<file path="config.mk">
export PLATFORM = sky130hd
export DESIGN_NAME = htree_read_return_16
export DESIGN_NICKNAME = d
export VERILOG_FILES = /design/src/rtl/htree_pkg.sv /design/src/rtl/htree_rd_fifo.sv /design/src/rtl/htree_read_return_16.sv
export SDC_FILE = /design/constraint.sdc
export NUM_CORES = 1
export LEC_CHECK = 0
export ABC_CLOCK_PERIOD_IN_PS = 18200
export BUFFER_PORTS_ARGS = -buffer_cell sky130_fd_sc_hd__buf_2
export CORE_AREA = 5 5 220 222
export CTS_BUF_LIST = sky130_fd_sc_hd__clkbuf_2
export CTS_CLUSTER_DIAMETER = 80
export CTS_CLUSTER_SIZE = 20
export DETAILED_ROUTE_END_ITERATION = 12
export DIE_AREA = 0 0 225 227
export PLACE_DENSITY_LB_ADDON = 0.05
export REMOVE_ABC_BUFFERS = 1
export SLEW_MARGIN = 10
export SYNTH_ARGS = -nofsm -noshare
export SYNTH_HDL_FRONTEND = slang
export SYNTH_HIERARCHICAL = 1
export SYNTH_SLANG_ARGS = --single-unit
</file>
<file path="constraint.sdc">
create_clock -name CLK -period 18.2 [get_ports CLK]
set_input_delay 0.91 -clock CLK [delete_from_list [all_inputs] [get_ports CLK]]
set_output_delay 0.91 -clock CLK [all_outputs]
set_load 0.01 [all_outputs]
</file>
<file path="src/rtl/htree_pkg.sv">
// Shared constants, leaf ID type and the 4:1 encode/collision helper used at both tree levels.
package htree_pkg;

    localparam int unsigned LEAVES = 16;
    localparam int unsigned GROUPS = 4;
    localparam int unsigned LEAF_W = 4;

    typedef logic [LEAF_W-1:0] leaf_id_t;

    typedef struct packed {
        logic       any;
        logic       multi;
        logic [1:0] idx;
    } enc4_t;

    // idx is only meaningful when exactly one input is set
    function automatic enc4_t enc4(input logic [3:0] v);
        enc4_t r;
        r.any   = |v;
        r.multi = (v & (v - 4'd1)) != 4'd0;
        r.idx   = 2'd0;
        for (int i = 0; i < 4; i++) begin
            if (v[i]) r.idx = 2'(i);
        end
        return r;
    endfunction

endpackage

</file>
<file path="src/rtl/htree_rd_fifo.sv">
// Pending-read queue: circular buffer with count, full and empty flags.
module htree_rd_fifo #(
    parameter int unsigned Depth = 8,
    parameter int unsigned Width = 4
) (
    input  logic                   i_clk,
    input  logic                   i_rst,
    input  logic                   i_push,
    input  logic                   i_pop,
    input  logic [Width-1:0]       i_wdata,
    output logic [Width-1:0]       o_rdata,
    output logic [$clog2(Depth):0] o_count,
    output logic                   o_full,
    output logic                   o_empty
);

    localparam int unsigned PtrW = $clog2(Depth);

    logic [Width-1:0] r_mem [Depth];
    logic [PtrW-1:0]  r_wptr;
    logic [PtrW-1:0]  r_rptr;
    logic [PtrW:0]    r_count;
    logic             w_push;
    logic             w_pop;

    assign o_full  = (r_count == (PtrW+1)'(Depth));
    assign o_empty = (r_count == '0);
    assign o_count = r_count;
    assign o_rdata = r_mem[r_rptr];
    assign w_push  = i_push & ~o_full;
    assign w_pop   = i_pop & ~o_empty;

    always_ff @(posedge i_clk) begin
        if (w_push) r_mem[r_wptr] <= i_wdata;
    end

    // Depth is a power of two, so pointer overflow wraps modulo Depth
    always_ff @(posedge i_clk or posedge i_rst) begin
        if (i_rst) begin
            r_wptr  <= '0;
            r_rptr  <= '0;
            r_count <= '0;
        end else begin
            if (w_push) r_wptr <= r_wptr + 1'b1;
            if (w_pop)  r_rptr <= r_rptr + 1'b1;
            case ({w_push, w_pop})
                2'b10:   r_count <= r_count + 1'b1;
                2'b01:   r_count <= r_count - 1'b1;
                default: r_count <= r_count;
            endcase
        end
    end

endmodule

</file>
<file path="src/rtl/htree_read_return_16.sv">
// Read-return tree: 16->4->1 registered OR reduction, checked against the in-order pending queue.
// Optional watchdog enabled by defining HTREE_RD_TIMEOUT_EN.
module htree_read_return_16
    import htree_pkg::*;
#(
    parameter int unsigned BusWidth       = 32,
    parameter int unsigned ReqDepth       = 8,
    parameter int unsigned TIMEOUT_CYCLES = 64
) (
    input  logic                         CLK,
    input  logic                         RST,
    input  logic                         req_valid,
    input  logic [LEAF_W-1:0]            req_leaf,
    output logic                         req_ready,
    input  logic [LEAVES-1:0]            rd_valid_sub,
    input  logic [LEAVES*BusWidth-1:0]   data_out_sub,
    output logic [BusWidth-1:0]          data_out,
    output logic                         data_out_valid,
    output logic [LEAF_W-1:0]            data_out_leaf,
    output logic [$clog2(ReqDepth):0]    pending,
    output logic                         err_collision,
    output logic                         err_unexpected,
    output logic                         err_timeout
);

    logic [GROUPS-1:0]                r_gv, w_gv;
    logic [GROUPS-1:0]                r_gm, w_gm;
    logic [GROUPS-1:0][1:0]           r_gl, w_gl;
    logic [GROUPS-1:0][BusWidth-1:0]  r_gd, w_gd;

    enc4_t                            w_renc;
    logic [BusWidth-1:0]              w_rd, r_rd;
    leaf_id_t                         w_rl, r_rl;
    logic                             w_rm, r_rm, r_rv;

    logic                             r_dv, r_col, r_unx;
    logic [BusWidth-1:0]              r_data;
    leaf_id_t                         r_leaf;

    leaf_id_t                         w_head;
    logic                             w_full, w_empty, w_hit, w_pop;

    always_comb begin : p_stage1
        enc4_t l_enc;
        w_gv = '0;
        w_gm = '0;
        w_gl = '0;
        w_gd = '0;
        for (int g = 0; g < GROUPS; g++) begin
            l_enc   = enc4(rd_valid_sub[4*g +: 4]);
            w_gv[g] = l_enc.any;
            w_gm[g] = l_enc.multi;
            w_gl[g] = l_enc.idx;
            for (int l = 0; l < 4; l++) begin
                if (rd_valid_sub[4*g+l]) begin
                    w_gd[g] = w_gd[g] | data_out_sub[(4*g+l)*BusWidth +: BusWidth];
                end
            end
        end
    end

    always_comb begin : p_stage2
        w_renc = enc4(r_gv);
        w_rd   = '0;
        for (int g = 0; g < GROUPS; g++) begin
            if (r_gv[g]) w_rd = w_rd | r_gd[g];
        end
        w_rl = {w_renc.idx, r_gl[w_renc.idx]};
        w_rm = (|r_gm) | w_renc.multi;
    end

    // Return is accepted only when it names the oldest outstanding read
    assign w_hit = r_rv & ~r_rm & ~w_empty & (r_rl == w_head);

    always_ff @(posedge CLK or posedge RST) begin
        if (RST) begin
            r_gv   <= '0;
            r_gm   <= '0;
            r_gl   <= '0;
            r_gd   <= '0;
            r_rv   <= 1'b0;
            r_rm   <= 1'b0;
            r_rl   <= '0;
            r_rd   <= '0;
            r_dv   <= 1'b0;
            r_col  <= 1'b0;
            r_unx  <= 1'b0;
            r_data <= '0;
            r_leaf <= '0;
        end else begin
            r_gv   <= w_gv;
            r_gm   <= w_gm;
            r_gl   <= w_gl;
            r_gd   <= w_gd;
            r_rv   <= w_renc.any;
            r_rm   <= w_rm;
            r_rl   <= w_rl;
            r_rd   <= w_rd;
            r_dv   <= w_hit;
            r_col  <= r_rv & r_rm;
            r_unx  <= r_rv & ~r_rm & ~w_hit;
            if (w_hit) begin
                r_data <= r_rd;
                r_leaf <= r_rl;
            end
        end
    end

`ifdef HTREE_RD_TIMEOUT_EN
    localparam int unsigned ToW = $clog2(TIMEOUT_CYCLES + 1);

    logic [ToW-1:0] r_tcnt;
    logic           r_to;
    logic           w_to_hit;

    // An accepted return in the same cycle takes priority over the watchdog
    assign w_to_hit = ~w_empty & ~w_hit & (r_tcnt == ToW'(TIMEOUT_CYCLES - 1));
    assign w_pop    = w_hit | w_to_hit;

    always_ff @(posedge CLK or posedge RST) begin
        if (RST) begin
            r_tcnt <= '0;
            r_to   <= 1'b0;
        end else begin
            r_to <= w_to_hit;
            if (w_empty || w_pop) r_tcnt <= '0;
            else                  r_tcnt <= r_tcnt + 1'b1;
        end
    end

    assign err_timeout = r_to;
`else
    logic w_unused_timeout;
    assign w_unused_timeout = (TIMEOUT_CYCLES != 0);
    assign w_pop            = w_hit;
    assign err_timeout      = 1'b0;
`endif

    htree_rd_fifo #(
        .Depth (ReqDepth),
        .Width (LEAF_W)
    ) u_fifo (
        .i_clk   (CLK),
        .i_rst   (RST),
        .i_push  (req_valid),
        .i_pop   (w_pop),
        .i_wdata (req_leaf),
        .o_rdata (w_head),
        .o_count (pending),
        .o_full  (w_full),
        .o_empty (w_empty)
    );

    assign req_ready      = ~w_full;
    assign data_out       = r_data;
    assign data_out_valid = r_dv;
    assign data_out_leaf  = r_leaf;
    assign err_collision  = r_col;
    assign err_unexpected = r_unx;

endmodule

</file>
=== Word level (Yosys, flattened, before mapping) ===
Memory sizes are Yosys's and may differ from the RTL's.
Cells that the tools add are included.

* Bits in latches: 0
* Flip-flop bits (word level): 231
* Memories: 1
* Bits in writable memories: 32
* Memory bits (read-only): 0

{| class="wikitable"
|+ Memories
! name !! words !! bits a word !! read ports !! clocked after Yosys merged registers in !! write ports !! line !! RTL
|-
| u_fifo.r_mem || 8 || 4 || 1 || 0 || 1 || htree_rd_fifo.sv:19 || <nowiki>logic [Width-1:0] r_mem [Depth];</nowiki>
|}

* Eq/ne operators: 4
* Reductions and logical operators: 13
* Bitwise operators: 32
* Add/sub/neg operators: 9
* $lt $le $gt $ge: 1
* Div/mod/pow operators: 0
* Multipliers: 0
* Muxes and demuxes: 40
* Shift-type cells: 0

{| class="wikitable"
|+ Operator list
! operator !! number
|-
| 32-bit 2-to-1 mux || 20
|-
| 32-bit OR || 15
|-
| 4-bit OR reduction || 6
|-
| 4-bit by 1-bit subtractor with 4-bit output (second input constant) || 6
|-
| 2-bit 2-to-1 mux || 11
|-
| 4-bit AND || 5
|-
| 4-bit nonzero test || 5
|-
| 4-bit case mux with 2 select lines || 1
|-
| 1-bit AND || 7
|-
| 1-bit 2-to-1 mux || 7
|-
| 3-bit by 1-bit adder with 3-bit output (second input constant) || 2
|-
| 4-bit by 1-bit adder with 4-bit output (second input constant) || 1
|-
| 2-bit binary-select mux with 2-bit select || 1
|-
| 4-bit equality test || 1
|-
| 4-bit equality test (second input constant) || 1
|-
| 4-bit zero test || 1
|-
| 1-bit inverter || 4
|-
| 2-bit by 3-bit < comparator with 1-bit output (second input constant) || 1
|-
| 2-bit by 1-bit equality test with 1-bit output (second input constant) || 1
|-
| 2-bit equality test (second input constant) || 1
|-
| 2-bit nonzero test || 1
|-
| 1-bit OR || 1
|}

=== Depth between registers and ports, before layout ===
Gate-level depths: netlist (run 1).

* Word-level depth: 7
* Gate-level depth with buffers: 14
* Mapped depth without buffers: 12

=== Cells and area by module ===
Netlist (run 1), hierarchy kept.

{| class="wikitable"
|+ Modules (own cells, without submodules)
! module !! area each (sq um) !! cells each !! times used
|-
| htree_read_return_16 || 9788.1 || 881 || 1
|-
| htree_rd_fifo || 1858.0 || 114 || 1
|}

=== Worst setup path before layout (run 1) ===
No wires, ideal clock.

* Path type: reg-to-reg
* From: register u_fifo.r_rptr[0]
* To: register u_fifo.r_count[3] (netlist: u_fifo/o_count[3])
* Period minus slack after synthesis: 3795 ps
* Setup slack: 14405 ps
* Required time: 18066 ps
* Stages on the path, launching flop included: 15
* Path buffers: 2
* Data arrival time: 3662 ps
* Path through: dfrtp_1 > buf_2 > mux4_2 > mux2_2 > xnor2_1 > nand4_2 > a21oi_4 > buf_8 > o41ai_2 > inv_1 > ha_1 > ha_1 > or4b_1 > o311ai_0 > o211ai_1

* Longest elaborated chain between the ends: 6
* Elaborated cells on any way between the ends: 8
* Those cells by class: eq/ne (3); mux (1); bitwise (2); reduce/logical (1); memory (1)

{| class="wikitable"
|+ Ends and longest elaborated chain
! item !! line !! RTL
|-
| from (decl) || htree_rd_fifo.sv:21 || <nowiki>logic [PtrW-1:0] r_rptr;</nowiki>
|-
| from (signal assigned) || htree_rd_fifo.sv:45 || <nowiki>if (w_pop) r_rptr <= r_rptr + 1'b1;</nowiki>
|-
| memory read 8 x 4 bit (*) || n/a ||
|-
| named net w_head[0] || htree_read_return_16.sv:40 || <nowiki>leaf_id_t w_head;</nowiki>
|-
| 4-bit equality test (*) || htree_read_return_16.sv:73 || <nowiki>assign w_hit = r_rv & ~r_rm & ~w_empty & (r_rl == w_head);</nowiki>
|-
| 1-bit AND (*) || htree_read_return_16.sv:73 ||
|-
| named net w_hit || htree_read_return_16.sv:41 || <nowiki>logic w_full, w_empty, w_hit, w_pop;</nowiki>
|-
| 1-bit AND (*) || htree_rd_fifo.sv:31 || <nowiki>assign w_pop = i_pop & ~o_empty;</nowiki>
|-
| named net u_fifo.w_pop || htree_rd_fifo.sv:24 || <nowiki>logic w_pop;</nowiki>
|-
| 2-bit by 1-bit equality test with 1-bit output or 2-bit equality test (tied branches) || htree_rd_fifo.sv:46 || <nowiki>case ({w_push, w_pop})</nowiki>
|-
| 4-bit case mux with 2 select lines or 2-bit nonzero test (tied branches) || n/a ||
|-
| to (signal assigned) || htree_rd_fifo.sv:47 || <nowiki>2'b10: r_count <= r_count + 1'b1;</nowiki>
|-
| to (signal assigned) || htree_rd_fifo.sv:48 || <nowiki>2'b01: r_count <= r_count - 1'b1;</nowiki>
|-
| to (signal assigned) || htree_rd_fifo.sv:49 || <nowiki>default: r_count <= r_count;</nowiki>
|-
| to (decl) || htree_rd_fifo.sv:22 || <nowiki>logic [PtrW:0] r_count;</nowiki>
|}

The timed path passes the listed nets; every way through them passes the cells marked *.
A chain may end at the register's enable or synchronous reset.

=== Worst setup path in the final report (run 1) ===
* From: register u_fifo.r_rptr[0]
* To: register u_fifo.r_count[3] (netlist: u_fifo/o_count[3])

* Longest elaborated chain between the ends: 6
* Elaborated cells on any way between the ends: 8
* Those cells by class: eq/ne (3); mux (1); bitwise (2); reduce/logical (1); memory (1)

{| class="wikitable"
|+ Ends and longest elaborated chain
! item !! line
|-
| memory read 8 x 4 bit (*) || n/a
|-
| named net w_head[1] || htree_read_return_16.sv:40
|-
| 4-bit equality test (*) || htree_read_return_16.sv:73
|-
| 1-bit AND (*) || htree_read_return_16.sv:73
|-
| 1-bit AND (*) || htree_rd_fifo.sv:31
|-
| named net u_fifo.w_pop || htree_rd_fifo.sv:24
|-
| 2-bit by 1-bit equality test with 1-bit output or 2-bit equality test (tied branches) || htree_rd_fifo.sv:46
|-
| 4-bit case mux with 2 select lines or 2-bit nonzero test (tied branches) || n/a
|}

Marked as above.

==> results of run 1 <==
worst min-delay path by stage:
| stage | from | end |
|---|---|---|
| finish | data_out_sub[164] | r_gd[36] |
| global route | data_out_sub[288] | r_gd[64] |
| CTS | data_out_sub[164] | r_gd[36] |
| detailed placement | r_gm[2] | r_rm |
| global placement | r_gd[59] | r_rd[27] |
| floorplan | r_gm[2] | r_rm |
layout make-up:
| type | count | area (um^2) |
|---|---|---|
| Fill cell | 4800 | 31000 |
| Multi-Input combinational cell | 631 | 4490 |
| Timing Repair Buffer | 585 | 2950 |
| Clock inverter | 7 | 76.3 |
| Tap cell | 607 | 759 |
| Sequential cell | 263 | 6750 |
| Clock buffer | 23 | 115 |
| Inverter | 14 | 60.1 |
| Antenna cell | 3 | 7.51 |
critical path, delay by kind of cell (launching register included):
family                   cells  cell delay [ns]
AO/OA/AOI/OAI                4             0.64
XOR/XNOR                     1             0.18
adder cells (fa/ha/maj)      2             0.69
buffers and inverters        2             0.72
flip-flops                   1             0.85
multiplexers                 2             0.88
AND/OR/NAND/NOR              2             0.71
synthesized netlist by cell type (2+ instances only):
library cell	number
a21o_1	5
a21oi_1	4
a22oi_1	320
buf_1	6
buf_8	3
clkbuf_1	76
dfrtp_1	231
edfxtp_1	32
ha_1	5
inv_1	14
maj3_1	5
mux2_2	12
mux2_4	28
mux2i_1	3
mux4_2	8
nand2_1	170
nand2b_1	3
nand3_1	3
nor2_1	12
nor3_1	4
nor3b_1	3
nor4_1	2
o211ai_1	2
o21ai_0	5
o22a_1	3
or2_2	6
or3_1	4
xnor2_1	8
metal layers:
metal | vias up | GRT usage | wire length (um)
li1 | 4772 | - | -
met4 | 2 | 0.0444 | 1260
met2 | 487 | 0.382 | 29600
met1 | 5224 | 0.244 | 21300
met5 | - | 0 | 7
met3 | 81 | 0.0365 | 3490
stage by stage:
stage	cell area, um^2	utilization	total power [mW]	hold slack (ns)	cells
2_1_floorplan	11300	-	0.769	0.424	908
5_1_grt	15200	0.329	1.20	0.0667	2131
4_1_cts	15200	0.329	1.16	0.0762	2130
3_5_place_dp	15000	0.325	0.908	0.446	2099
6_report	15200	0.329	1.13	0.208	2133
3_3_place_gp	15000	0.325	0.906	0.444	2099
flip-flops by register name, indices dropped and copies added (netlist names), 4 cells and up:
signal / flops
r_gd: 128
data_out: 32
u_fifo/r_mem: 32
r_gl: 8
r_gm: 4
r_gv: 4
r_rd: 32
data_out_leaf: 4
r_rl: 4
u_fifo/o_count: 4
power by group through the flow:
stage               combinational, mW  sequential (mW)  clock, mW
global placement                0.225            0.680          0
CTS                             0.227            0.672      0.263
finish                          0.224            0.671      0.240
detailed placement              0.226            0.682          0
global route                    0.245            0.677      0.281
floorplan                      0.0945            0.674          0
cells by family (layout without fill, tap and decap cells):
family	after synthesis	in the layout	synth area share
AND/OR/NAND/NOR	215	215	0.0786
buffers and inverters	101	629	0.0359
other	1	4	0.000322
XOR/XNOR	9	9	0.00677
adder cells (fa/ha/maj)	11	11	0.0114
flip-flops	263	263	0.579
AO/OA/AOI/OAI	343	343	0.221
multiplexers	52	52	0.0667
timing repair:
item / 4_1_cts / 5_1_grt
hold buffers: 1 / 0
resized for setup: 0 / 0
endpoints found under the hold margin: 10 / 0
setup endpoints to repair: 0 / 0
==> summary.md, run 1 <==
| Metric | Value |
|---|---|
| Fin crit share | `0.267` |
| Synth area leader | `dfrtp_1` |
| Slew Viols, Final | `0` |
| Worst skew pair latency | `0.87 ns` |
| Top_reg_cell synth | `dfrtp_1` |
| Clock buffer depth | `3` |
| Clock Sink Count | `263` |
| Sw Share | `0.310` |
| Post-synth ARST share | `0.878` |
| Clk_skew | `0.0852 ns` |
| Max VDD drop | `0.0000295 V` |
| DR vias/cell | `4.95` |
| CP Data Required Time | `18.96 ns` |
| Global Route Usage Sum | `0.204` |
| Yosys Warn Count | `6` |
| Die W | `225 um` |
| Final Hold Vio Count | `0` |
| Die Ht | `227 um` |
| Comb pwr share | `0.197` |
| IO Pins | `580` |
| Layout cells sized above 1 | `0.446` |
| Hold path depth | `3` |
| CP Class | `flip-flop to flip-flop` |
| R2R Path Start | `u_fifo/r_rptr[0]` |
| Cell mode on critical path | `ha_1` |
| Top cell type's share of synthesized area | `0.496` |
| Worst Setup EP | `u_fifo/o_count[3]` |
| Max-Cap Viols | `0` |
| Clock transition at the registers of the reported paths | `0.39 ns` |
| Clk pwr share | `0.212` |
| Detail Route Antenna Nets | `0` |
| Max_slew headroom | `0.196` |
| Post CTS Setup Buffer Count | `0` |
| Pint | `0.783 mW` |
| Number of antenna violations at the first check in global routing | `8` |
| CP max FO | `38` |
| Final WL | `55.7 mm` |
| Final setup viols | `0` |
| TritonRoute pass-1 iters | `5` |
| Net Switching | `0.352 mW` |
| Crit start category | `flip-flop` |
| Synth unique cells | `46` |
| Core area | `46200 um^2` |
| Cts bufs inserted | `19` |
| Syn_area_per_cell | `11.7 um^2` |
| Vias in the first global route | `11400` |
| Starting Density | `0.252` |
| Final WS setup | `13.34 ns` |
| Post-synth EDFFs | `32` |
| Htree depth | `1` |
| Commonest non-fill, non-tap cell in the layout | `buf_2` |
| Fmax | `0.206 GHz` |
| Worst-margin pin slew | `1.21 ns` |
| DRC | `0` |
| PortBufs | `578` |
| Worst r2r dst | `u_fifo/o_count[3]` |
| Slowest stage delay, CP | `0.85 ns` |
| Crit-path slowest cell | `dfrtp_1` |
| Nets@finish | `2055` |
| Via count | `10600` |
| Setup TNS | `0 ns` |
| Gr ovfl total | `0` |
| Die Area | `51100 um^2` |
| Syn Std Cell Area | `11600 um^2` |
| Status | `completed` |
| Seq pwr share | `0.591` |
| Avg WL per Cell | `26.1 um` |
| Worst path arrival time | `5.62 ns` |
| RSZ-0062 raised after global routing | `false` |
| P_leak | `7.16 nW` |
| Sequential area share after synthesis | `0.579` |
| Largest net degree at the start of global routing | `117` |
| Reg2Reg Depth | `13` |
| RePlAce Congestion | `0.767` |
| Area grow syn2layout | `30.5%` |
| Synth area leaders | `dfrtp_1 (50%), a22oi_1 (21%), edfxtp_1 (8.3%)` |
| Clk root buf | `clkbuf_2` |
| Critical Path Start | `u_fifo/r_rptr[0]` |
| Min Tclk post-route | `4.86 ns` |
| CP endpoint kind | `flip-flop` |
| First-pass GRT wire length | `76.7 mm` |
| Worst min-delay path class | `input port to flip-flop` |
| DP Worst Slack | `13.39 ns` |
| Yosys reg bits | `263` |
| TritonCTS clock tree | `built` |
| Commonest cells after routing, fill and taps aside | `buf_2 (578), a22oi_1 (320), dfrtp_1 (227)` |
| Num rows | `79` |
| Initial DRC count | `783` |
| PwrDens | `74.7 nW/um^2` |
| Cell Chain, Critical Path | `mux4_2, mux2_2, xnor2_1, nand4_2, a21oi_4, buf_4, o41ai_2, inv_1, ha_1, ha_1, or4b_1, o311ai_0, o211ai_1` |
| Post-Syn Instances | `995` |
| Reg2reg setup slack | `13.34 ns` |
| Dpl hpwl | `38.6 mm` |
No activity file was read; power rests on OpenSTA's default activity.
==> inputs of run 2 (changes only) <==
--- a/config.mk
+++ b/config.mk
@@ -5,7 +5,8 @@
 export SDC_FILE = /design/constraint.sdc
 export NUM_CORES = 1
 export LEC_CHECK = 0
-export ABC_CLOCK_PERIOD_IN_PS = 18200
+export ABC_AREA = 1
+export ABC_CLOCK_PERIOD_IN_PS = 3900
 export BUFFER_PORTS_ARGS = -buffer_cell sky130_fd_sc_hd__buf_2
 export CORE_AREA = 5 5 220 222
 export CTS_BUF_LIST = sky130_fd_sc_hd__clkbuf_2
==> constraint.sdc (replaced) <==
create_clock -name CLK -period 3.9 [get_ports CLK]
set_input_delay 0.195 -clock CLK [delete_from_list [all_inputs] [get_ports CLK]]
set_output_delay 0.195 -clock CLK [all_outputs]
set_load 0.01 [all_outputs]
==> summary.md, run 2 <==
| Metric | Value |
|---|---|
| DP Worst Slack | `0.796 ns (-12.60 ns)` |
| Mux cell area share after synthesis | `0 (-0.0667)` |
| Yosys reg bits | `263 (unchanged)` |
| Clock Sink Count | `263 (unchanged)` |
| Post-synthesis simple-gate area fraction | `0.372 (+0.294)` |
| PostCTS Resize Cnt | `0 (unchanged)` |
| Synth area leaders | `dfrtp_1 (47%), nand2_1 (25%), nand4_1 (10%)` |
| Largest family of logic cells by synthesized area | `simple AND/OR/NAND/NOR gates` |
| Clk root buf | `clkbuf_2` |
| Fail Step | `4_1_cts` |
| Post-synth ARST share | `0.878 (unchanged)` |
| IO Pins | `580 (unchanged)` |
| Top_reg_cell synth | `dfrtp_1` |
| PortBufs | `578 (unchanged)` |
| Status | `did not finish` |
| Num rows | `79 (unchanged)` |
| Synth unique cells | `29 (-37%)` |
| Most instantiated library cell after synthesis | `nand2_1` |
| Cts bufs inserted | `19 (unchanged)` |
| Synth area leader | `dfrtp_1` |
| Post-synth top cells | `nand2_1 (812), dfrtp_1 (231), nand4_1 (200), clkbuf_1 (85), inv_1 (68)` |
| Post-Syn Instances | `1541 (+55%)` |
| Htree depth | `1 (unchanged)` |
| Hold-fix buffers, CTS | `535 (+534)` |
| Synth Area in Compound Gates | `0.0113 (-0.210)` |
| Post CTS Setup Buffer Count | `0 (unchanged)` |
| RePlAce Congestion | `0.846 (+10%)` |
| Sequential area share after synthesis | `0.547 (-0.0314)` |
| Die Ht | `227 um (unchanged)` |
| Adder-cell area share of the yosys netlist | `0.00671 (-0.00468)` |
| Post-synth EDFFs | `32 (unchanged)` |
| XOR/XNOR share of the synthesized area | `0.00559 (-0.00118)` |
| Die W | `225 um (unchanged)` |
| Syn_area_per_cell | `7.99 um^2 (-32%)` |
| Syn Std Cell Area | `12300 um^2 (+5.7%)` |
| Top cell type's share of synthesized area | `0.469 (-0.0269)` |
| Error | `[ERROR RSZ-0060] Max buffer count reached.` |
| Clock buffer depth | `3 (unchanged)` |
| Area after DPL | `15700 um^2 (+4.6%)` |
| Yosys Warn Count | `6 (unchanged)` |
| Dpl hpwl | `44.3 mm (+15%)` |
| Starting Density | `0.267 (+0.0145)` |
[run 2: through the flow]
step                hold WS (ns)  TNS [ns]  cells
floorplan                 0.0352   -519.47   1440
global placement           0.277         0   2640
detailed placement         0.283         0   2640
[run 2: cell families after synthesis]
logic type	count (synthesis)
fa+ha+maj	6
flops	263
simple gates	1073
other cells	1
buf+inv	169
xor+xnor	7
compound gates	22
==> inputs of run 3 (changes only) <==
--- a/config.mk
+++ b/config.mk
@@ -6,15 +6,12 @@
 export NUM_CORES = 1
 export LEC_CHECK = 0
 export ABC_AREA = 1
-export ABC_CLOCK_PERIOD_IN_PS = 3900
+export ABC_CLOCK_PERIOD_IN_PS = 5050
 export BUFFER_PORTS_ARGS = -buffer_cell sky130_fd_sc_hd__buf_2
-export CORE_AREA = 5 5 220 222
-export CTS_BUF_LIST = sky130_fd_sc_hd__clkbuf_2
-export CTS_CLUSTER_DIAMETER = 80
-export CTS_CLUSTER_SIZE = 20
+export CORE_MARGIN = 5
+export CORE_UTILIZATION = 26
 export DETAILED_ROUTE_END_ITERATION = 12
-export DIE_AREA = 0 0 225 227
-export PLACE_DENSITY_LB_ADDON = 0.05
+export PLACE_DENSITY_LB_ADDON = 0.15
 export REMOVE_ABC_BUFFERS = 1
 export SLEW_MARGIN = 10
 export SYNTH_ARGS = -nofsm -noshare
==> constraint.sdc (replaced) <==
create_clock -name CLK -period 5.05 [get_ports CLK]
set_input_delay 0.2525 -clock CLK [delete_from_list [all_inputs] [get_ports CLK]]
set_output_delay 0.2525 -clock CLK [all_outputs]
set_load 0.01 [all_outputs]
==> summary.md, run 3 <==
| Metric | Value |
|---|---|
| Net Switching | `1.54 mW` |
| CP endpoint kind | `flip-flop` |
| Synth area leader | `dfrtp_1` |
| Slew Viols, Final | `0` |
| Placed cells | `2638 (-0.076%)` |
| Yosys Warn Count | `6 (unchanged)` |
| Most instantiated library cell after synthesis | `nand2_1` |
| Core area | `46700 um^2` |
| Area grow syn2layout | `55.3%` |
| DRC | `0` |
| Layout cells sized above 1 | `0.279` |
| Max VDD drop | `0.000217 V` |
| PostCTS Resize Cnt | `0 (unchanged)` |
| Clock transition at the registers of the reported paths | `0.06 ns` |
| Number of antenna violations at the first check in global routing | `19` |
| PwrDens | `296 nW/um^2` |
| TritonCTS clock tree | `built` |
| Vias in the first global route | `14400` |
| Synth unique cells | `29 (unchanged)` |
| Gr ovfl total | `0` |
| Nets@finish | `2848` |
| Comb pwr share | `0.193` |
| Clk_skew | `0.0123 ns` |
| TritonRoute pass-1 iters | `6` |
| Detail Route Antenna Nets | `0` |
| Area after DPL | `15700 um^2 (-0.18%)` |
| RSZ-0062 raised after global routing | `false` |
| IO Pins | `580 (unchanged)` |
| Commonest cells after routing, fill and taps aside | `nand2_1 (812), buf_2 (578), dlygate4sd3_1 (244)` |
| Slowest stage delay, CP | `1.02 ns` |
| Post-synth EDFFs | `32 (unchanged)` |
| CP Data Required Time | `5.49 ns` |
| DR vias/cell | `4.67` |
| Finished Cell Area | `19100 um^2` |
| PortBufs | `578 (unchanged)` |
| Htree depth | `1 (unchanged)` |
| CP max FO | `34` |
| Pint | `4.12 mW` |
| Yosys reg bits | `263 (unchanged)` |
| Synth area leaders | `dfrtp_1 (47%), nand2_1 (25%), nand4_1 (10%)` |
| Starting Density | `0.264 (-0.00283)` |
| Clk root buf | `clkbuf_16` |
| Top_reg_cell synth | `dfrtp_1` |
| Syn Std Cell Area | `12300 um^2 (unchanged)` |
| Worst path arrival time | `3.78 ns` |
| P_leak | `9.77 nW` |
| Die Ht | `228 um (+0.28%)` |
| Final Non-Filler Cells | `2954` |
| Largest net degree at the start of global routing | `129` |
| Via count | `13800` |
| Biggest register | `r_gd` |
| Die Area | `51800 um^2` |
| Initial DRC count | `931` |
| Worst-margin pin slew | `1.10 ns` |
| Status | `completed` |
| RePlAce Congestion | `0.869 (+2.7%)` |
| Total power | `5.66 mW` |
| Commonest non-fill, non-tap cell in the layout | `nand2_1` |
| Fin crit share | `0.661` |
| Final Hold Vio Count | `0` |
| Die W | `228 um (+1.2%)` |
| Clock buffer depth | `3 (unchanged)` |
| Syn_area_per_cell | `7.99 um^2 (unchanged)` |
| Max-Cap Viols | `0` |
| Cell Chain, Critical Path | `nor2_1, nor2_1, nand2_1, nand2_1, nand2_1, nand2_1, nor2_1, nor2_1, nor2_4, nand3_2, inv_1, nand2_1, inv_1, ha_1, ha_1, or2_2, nand2_1, nand2_1, nand3_1, nand2_1` |
| Worst min-delay path class | `input port to flip-flop` |
| Sw Share | `0.272` |
| Fmax | `0.300 GHz` |
| Top cell type's share of synthesized area | `0.469 (unchanged)` |
| Global Route Usage Sum | `0.227` |
| Clk pwr share | `0.383` |
| Cell mode on critical path | `nand2_1` |
| Largest register FFs | `128` |
| Post-synth top cells | `nand2_1 (812), dfrtp_1 (231), nand4_1 (200), clkbuf_1 (85), inv_1 (68)` |
| Fill cells | `4808` |
| Post-Syn Instances | `1541 (unchanged)` |
| Sequential area share after synthesis | `0.547 (unchanged)` |
| First-pass GRT wire length | `88.2 mm` |
| Post-synth ARST share | `0.878 (unchanged)` |
| Cts bufs inserted | `30 (+11)` |
| Hold slack | `0.0148 ns` |
| Avg WL per Cell | `20.9 um` |
| Crit-path slowest cell | `dfrtp_1` |
| Final setup viols | `0` |
| Seq pwr share | `0.424` |
| Crit start category | `flip-flop` |
| Num rows | `79 (unchanged)` |
| Clock Sink Count | `263 (unchanged)` |
| Final WL | `61.7 mm` |
| Worst skew pair latency | `0.56 ns` |
| CP Class | `flip-flop to flip-flop` |
| Dpl hpwl | `42.9 mm (-3.2%)` |
| Max_slew headroom | `0.267` |
| Min Tclk post-route | `3.34 ns` |
[run 3: cell counts after synthesis]
No cell type changed its count.
[run 3: layout make-up]
cell class              count  area (um^2)  area share
clock inverters             6         55.1     0.00288
inverters                  68          263      0.0137
clock buffers              50          937      0.0490
flip-flops and latches    263         6750       0.353
repair buffers            835         5430       0.284
multi-input cells        1109         4890       0.256
well taps                 607          759      0.0397
diodes                     16         40.0     0.00209
[run 3: worst max-delay path, delay by kind of cell, from the launching register on]
kind                     cells  cell delay, ns
buffers and inverters        2            0.13
flip-flops                   1            1.02
adder cells (fa/ha/maj)      2            0.54
AND/OR/NAND/NOR             16            1.54
[run 3: power by group through the flow]
stage | combinational (mW) | sequential, mW | clock (mW)
after floorplan | 0.397 | 2.42 | 0
after global placement | 0.894 | 2.44 | 0
after detailed placement | 0.905 | 2.44 | 0
after CTS | 1.10 | 2.40 | 2.24
after global routing | 1.21 | 2.42 | 2.32
final | 1.09 | 2.40 | 2.17
[run 3: timing repair]
item / 4_1_cts / 5_1_grt
setup buffers: 0 / 0
endpoints found under the setup margin: 0 / 0
endpoints found under the hold margin: 249 / 0
hold buffers: 244 / 0
[run 3: routing by layer]
metal  vias to the layer above  global-route usage  part of all wire
li1                       6534                   -                 -
met1                      6559               0.281              0.40
met2                       569               0.395              0.50
met3                       119              0.0489             0.066
met4                         8              0.0764             0.037
met5                         -                   0           0.00075
[run 3: final timing paths]
| path | cells past startpoint | slack, ns | endpoint | from |
|---|---|---|---|---|
| min reg2reg | 2 | 0.46 | r_rd[24] | r_gd[24] |
| max reg2reg | 20 | 1.71 | u_fifo/o_count[3] | u_fifo/r_rptr[0] |
| min | 3 | 0.01 | r_gd[100] | data_out_sub[484] |
| min in group asynchronous | 3 | 0.28 | u_fifo/r_rptr[2] | RST |
| max in group asynchronous | 4 | 3.16 | r_gd[104] | RST |
| max | 20 | 1.71 | u_fifo/o_count[3] | u_fifo/r_rptr[0] |
[run 3: cells by family (layout without fill, tap and decap cells)]
group                    Yosys count  after routing  synth area share
AO/OA/AOI/OAI                     22             22            0.0113
XOR/XNOR                           7              7           0.00559
adder cells (fa/ha/maj)            6              6           0.00671
buffers and inverters            169            959            0.0565
flip-flops                       263            263             0.547
other                              1             17          0.000305
AND/OR/NAND/NOR                 1073           1073             0.372
[run 3: stage by stage]
step	utilization	setup slack [ns]	setup TNS [ns]
after CTS	0.409	1.74	0
after global routing	0.410	1.33	0
after detailed placement	0.335	1.76	0
final	0.410	1.71	0
after floorplan	-	-1.25	-276.67
after global placement	0.335	1.84	0
==> inputs of run 4 (changes only) <==
--- a/config.mk
+++ b/config.mk
@@ -6,7 +6,7 @@
 export NUM_CORES = 1
 export LEC_CHECK = 0
 export ABC_AREA = 1
-export ABC_CLOCK_PERIOD_IN_PS = 5050
+export ABC_CLOCK_PERIOD_IN_PS = 2800
 export BUFFER_PORTS_ARGS = -buffer_cell sky130_fd_sc_hd__buf_2
 export CORE_MARGIN = 5
 export CORE_UTILIZATION = 26
==> constraint.sdc (replaced) <==
create_clock -name CLK -period 2.8 [get_ports CLK]
set_input_delay 0.14 -clock CLK [delete_from_list [all_inputs] [get_ports CLK]]
set_output_delay 0.14 -clock CLK [all_outputs]
set_load 0.01 [all_outputs]
==> summary.md, run 4 (synthesis results as in run 3) <==
| Metric | Value |
|---|---|
| First-pass GRT wire length | `87.1 mm (-1.3%)` |
| Fin crit share | `0.949 (+0.288)` |
| Area after DPL | `15800 um^2 (+1.2%)` |
| Commonest cells after routing, fill and taps aside | `nand2_1 (810), buf_2 (578), dlygate4sd3_1 (262)` |
| Die W | `228 um (unchanged)` |
| CP Data Required Time | `3.24 ns (-2.25 ns)` |
| Setup TNS | `0 ns (unchanged)` |
| Worst-margin pin slew | `1.06 ns (-0.0440 ns)` |
| CP endpoint kind | `flip-flop` |
| PwrDens | `528 nW/um^2 (+78%)` |
| Die Area | `51800 um^2 (unchanged)` |
| Biggest register | `r_gd` |
| Pint | `7.55 mW (+83%)` |
| Placed cells | `2658 (+0.76%)` |
| Largest register FFs | `128 (unchanged)` |
| Avg WL per Cell | `20.6 um (-1.4%)` |
| Comb pwr share | `0.197 (+0.004)` |
| Finished Core Util | `0.420 (+0.0104)` |
| PortBufs | `578 (unchanged)` |
| RePlAce Congestion | `0.892 (+2.7%)` |
| CP Class | `flip-flop to flip-flop` |
| Core area | `46700 um^2 (unchanged)` |
| Sw Share | `0.271 (-0.00138)` |
| Max VDD drop | `0.000523 V (+140%)` |
| Detail Route Antenna Nets | `0 (unchanged)` |
| Gr ovfl total | `0 (unchanged)` |
| Starting Density | `0.264 (unchanged)` |
| Final Non-Filler Cells | `2988 (+1.2%)` |
| Vias in the first global route | `14600 (+1.6%)` |
| TritonCTS clock tree | `built` |
| Area of the multi-input gates | `4940 um^2 (+0.87%)` |
| P_leak | `9.99 nW (+2.2%)` |
| Worst r2r dst | `u_fifo/o_count[3]` |
| R2R Path Start | `u_fifo/r_rptr[0]` |
| IO Pins | `580 (unchanged)` |
| Finished Cell Area | `19600 um^2 (+2.5%)` |
| Critical Path Start | `u_fifo/r_rptr[0]` |
| Nets@finish | `2891 (+1.5%)` |
| Die Ht | `228 um (unchanged)` |
| Htree depth | `1 (unchanged)` |
| Via count | `13900 (+0.91%)` |
| Clock Sink Count | `263 (unchanged)` |
| DR vias/cell | `4.66 (-0.23%)` |
| Worst skew pair latency | `0.55 ns (about the same)` |
| Clk root buf | `clkbuf_16` |
| Max-Cap Viols | `0 (unchanged)` |
| Fill cells | `4750 (-1.2%)` |
| Final setup viols | `0 (unchanged)` |
| Area grow syn2layout | `59.3%` |
| DP Worst Slack | `0.0541 ns (-1.71 ns)` |
| Fmax | `0.376 GHz (+26%)` |
| Register area | `6750 um^2 (about the same)` |
| Clk pwr share | `0.385 (+0.002)` |
| Global Route Usage Sum | `0.224 (-0.00299)` |
| Reg2Reg Depth | `21 (+5.0%)` |
| Final WS setup | `0.143 ns (-1.57 ns)` |
| Initial DRC count | `869 (-6.7%)` |
| Crit start category | `flip-flop` |
| Slew Viols, Final | `0 (unchanged)` |
| Worst min-delay path class | `input port to asynchronous set/reset pin` |
| Min Tclk post-route | `2.66 ns (-0.680 ns)` |
| Clock transition at the registers of the reported paths | `0.06 ns (about the same)` |
| DRC | `0 (unchanged)` |
| Largest net degree at the start of global routing | `85 (-34%)` |
| Layout cells sized above 1 | `0.290 (+0.0111)` |
| Worst path arrival time | `3.10 ns (-0.68 ns)` |
| Cts bufs inserted | `31 (+3.3%)` |
| Num rows | `79 (unchanged)` |
| Commonest non-fill, non-tap cell in the layout | `nand2_1` |
| Net Switching | `2.80 mW (+82%)` |
| Final WL | `61.5 mm (-0.26%)` |
| Seq pwr share | `0.418 (-0.006)` |
| CP max FO | `8 (-76%)` |
| Max_slew headroom | `0.296 (+0.0293)` |
| Reg2reg setup slack | `0.14 ns (-1.57 ns)` |
| Dpl hpwl | `45.3 mm (+5.4%)` |
| Clk_skew | `0.00656 ns (-0.00578 ns)` |
| Number of antenna violations at the first check in global routing | `15 (-4)` |
| TritonRoute pass-1 iters | `5 (-1)` |
| Clock buffer depth | `3 (unchanged)` |
| Final Hold Vio Count | `0 (unchanged)` |
| Status | `completed` |
-- run 4: changes by cell type in the layout (fill, tap and decap cells not counted), sizes merged --
| cell | delta |
|---|---|
| buf | +21 |
| bufinv | +3 |
| clkbuf | -12 |
| clkinv | +8 |
| diode | -4 |
| dlygate4sd3 | +18 |
-- run 4: through the flow --
step                      total power, mW  hold WS (ns)
final                                10.4         0.186
after global routing                 10.9         0.200
after CTS                            10.5         0.171
after detailed placement             6.06         0.225
after global placement               6.03         0.214
after floorplan                      5.08       -0.0198
-- run 4: how the worst max path moves through the flow --
stage / to / cells after the start
4_1_cts: u_fifo/o_count[3] / 22
6_report: u_fifo/o_count[3] / 21
3_5_place_dp: u_fifo/o_count[3] / 22
5_1_grt: u_fifo/o_count[3] / 24
3_3_place_gp: u_fifo/o_count[3] / 19
2_1_floorplan: data_out[0] / 1
-- run 4: repair_timing --
item | 4_1_cts | 5_1_grt
hold buffers | 262 | 0
endpoints found under the hold margin | 236 | 0
gates resized for setup | 0 | 13
buffers inserted | 0 | 1
setup endpoints to repair | 0 | 3
-- run 4: power by group through the flow --
| stage | Clock, mW | Sequential, mW | Combinational, mW |
|---|---|---|---|
| floorplan | 0 | 4.36 | 0.716 |
| global placement | 0 | 4.39 | 1.64 |
| detailed placement | 0 | 4.39 | 1.67 |
| CTS | 4.10 | 4.32 | 2.05 |
| global route | 4.24 | 4.35 | 2.26 |
| finish | 3.98 | 4.32 | 2.04 |
-- run 4: per-layer routing --
layer | GRT usage | wire length [um] | vias up
li1 | - | - | 6611
met1 | 0.275 | 24300 | 6608
met2 | 0.390 | 30800 | 555
met3 | 0.0469 | 3950 | 129
met4 | 0.0831 | 2370 | 12
met5 | 0 | 71 | -
-- run 4: final cells by class --
cell class	count	share of cell area
Sequential cell	263	0.344
Timing Repair Buffer	877	0.300
Multi-Input combinational cell	1109	0.252
Clock buffer	35	0.0413
Tap cell	607	0.0387
Inverter	68	0.0134
Clock inverter	17	0.00931
Antenna cell	12	0.00153
-- run 4: critical path: stages, from the launching register on --
cell,delay (ns)
dfrtp_2,0.48
clkbuf_16,0.19
nor2_1,0.11
nor2_1,0.05
nand2_1,0.07
nand2_1,0.05
nand2_1,0.05
nand2_1,0.07
nor2_1,0.11
nor2_2,0.06
nor2_4,0.12
nand3_2,0.08
inv_1,0.08
nand2_2,0.06
inv_2,0.08
ha_4,0.16
ha_4,0.20
or2_2,0.28
nand2_1,0.08
nand2_1,0.05
nand3_1,0.06
nand2_1,0.05
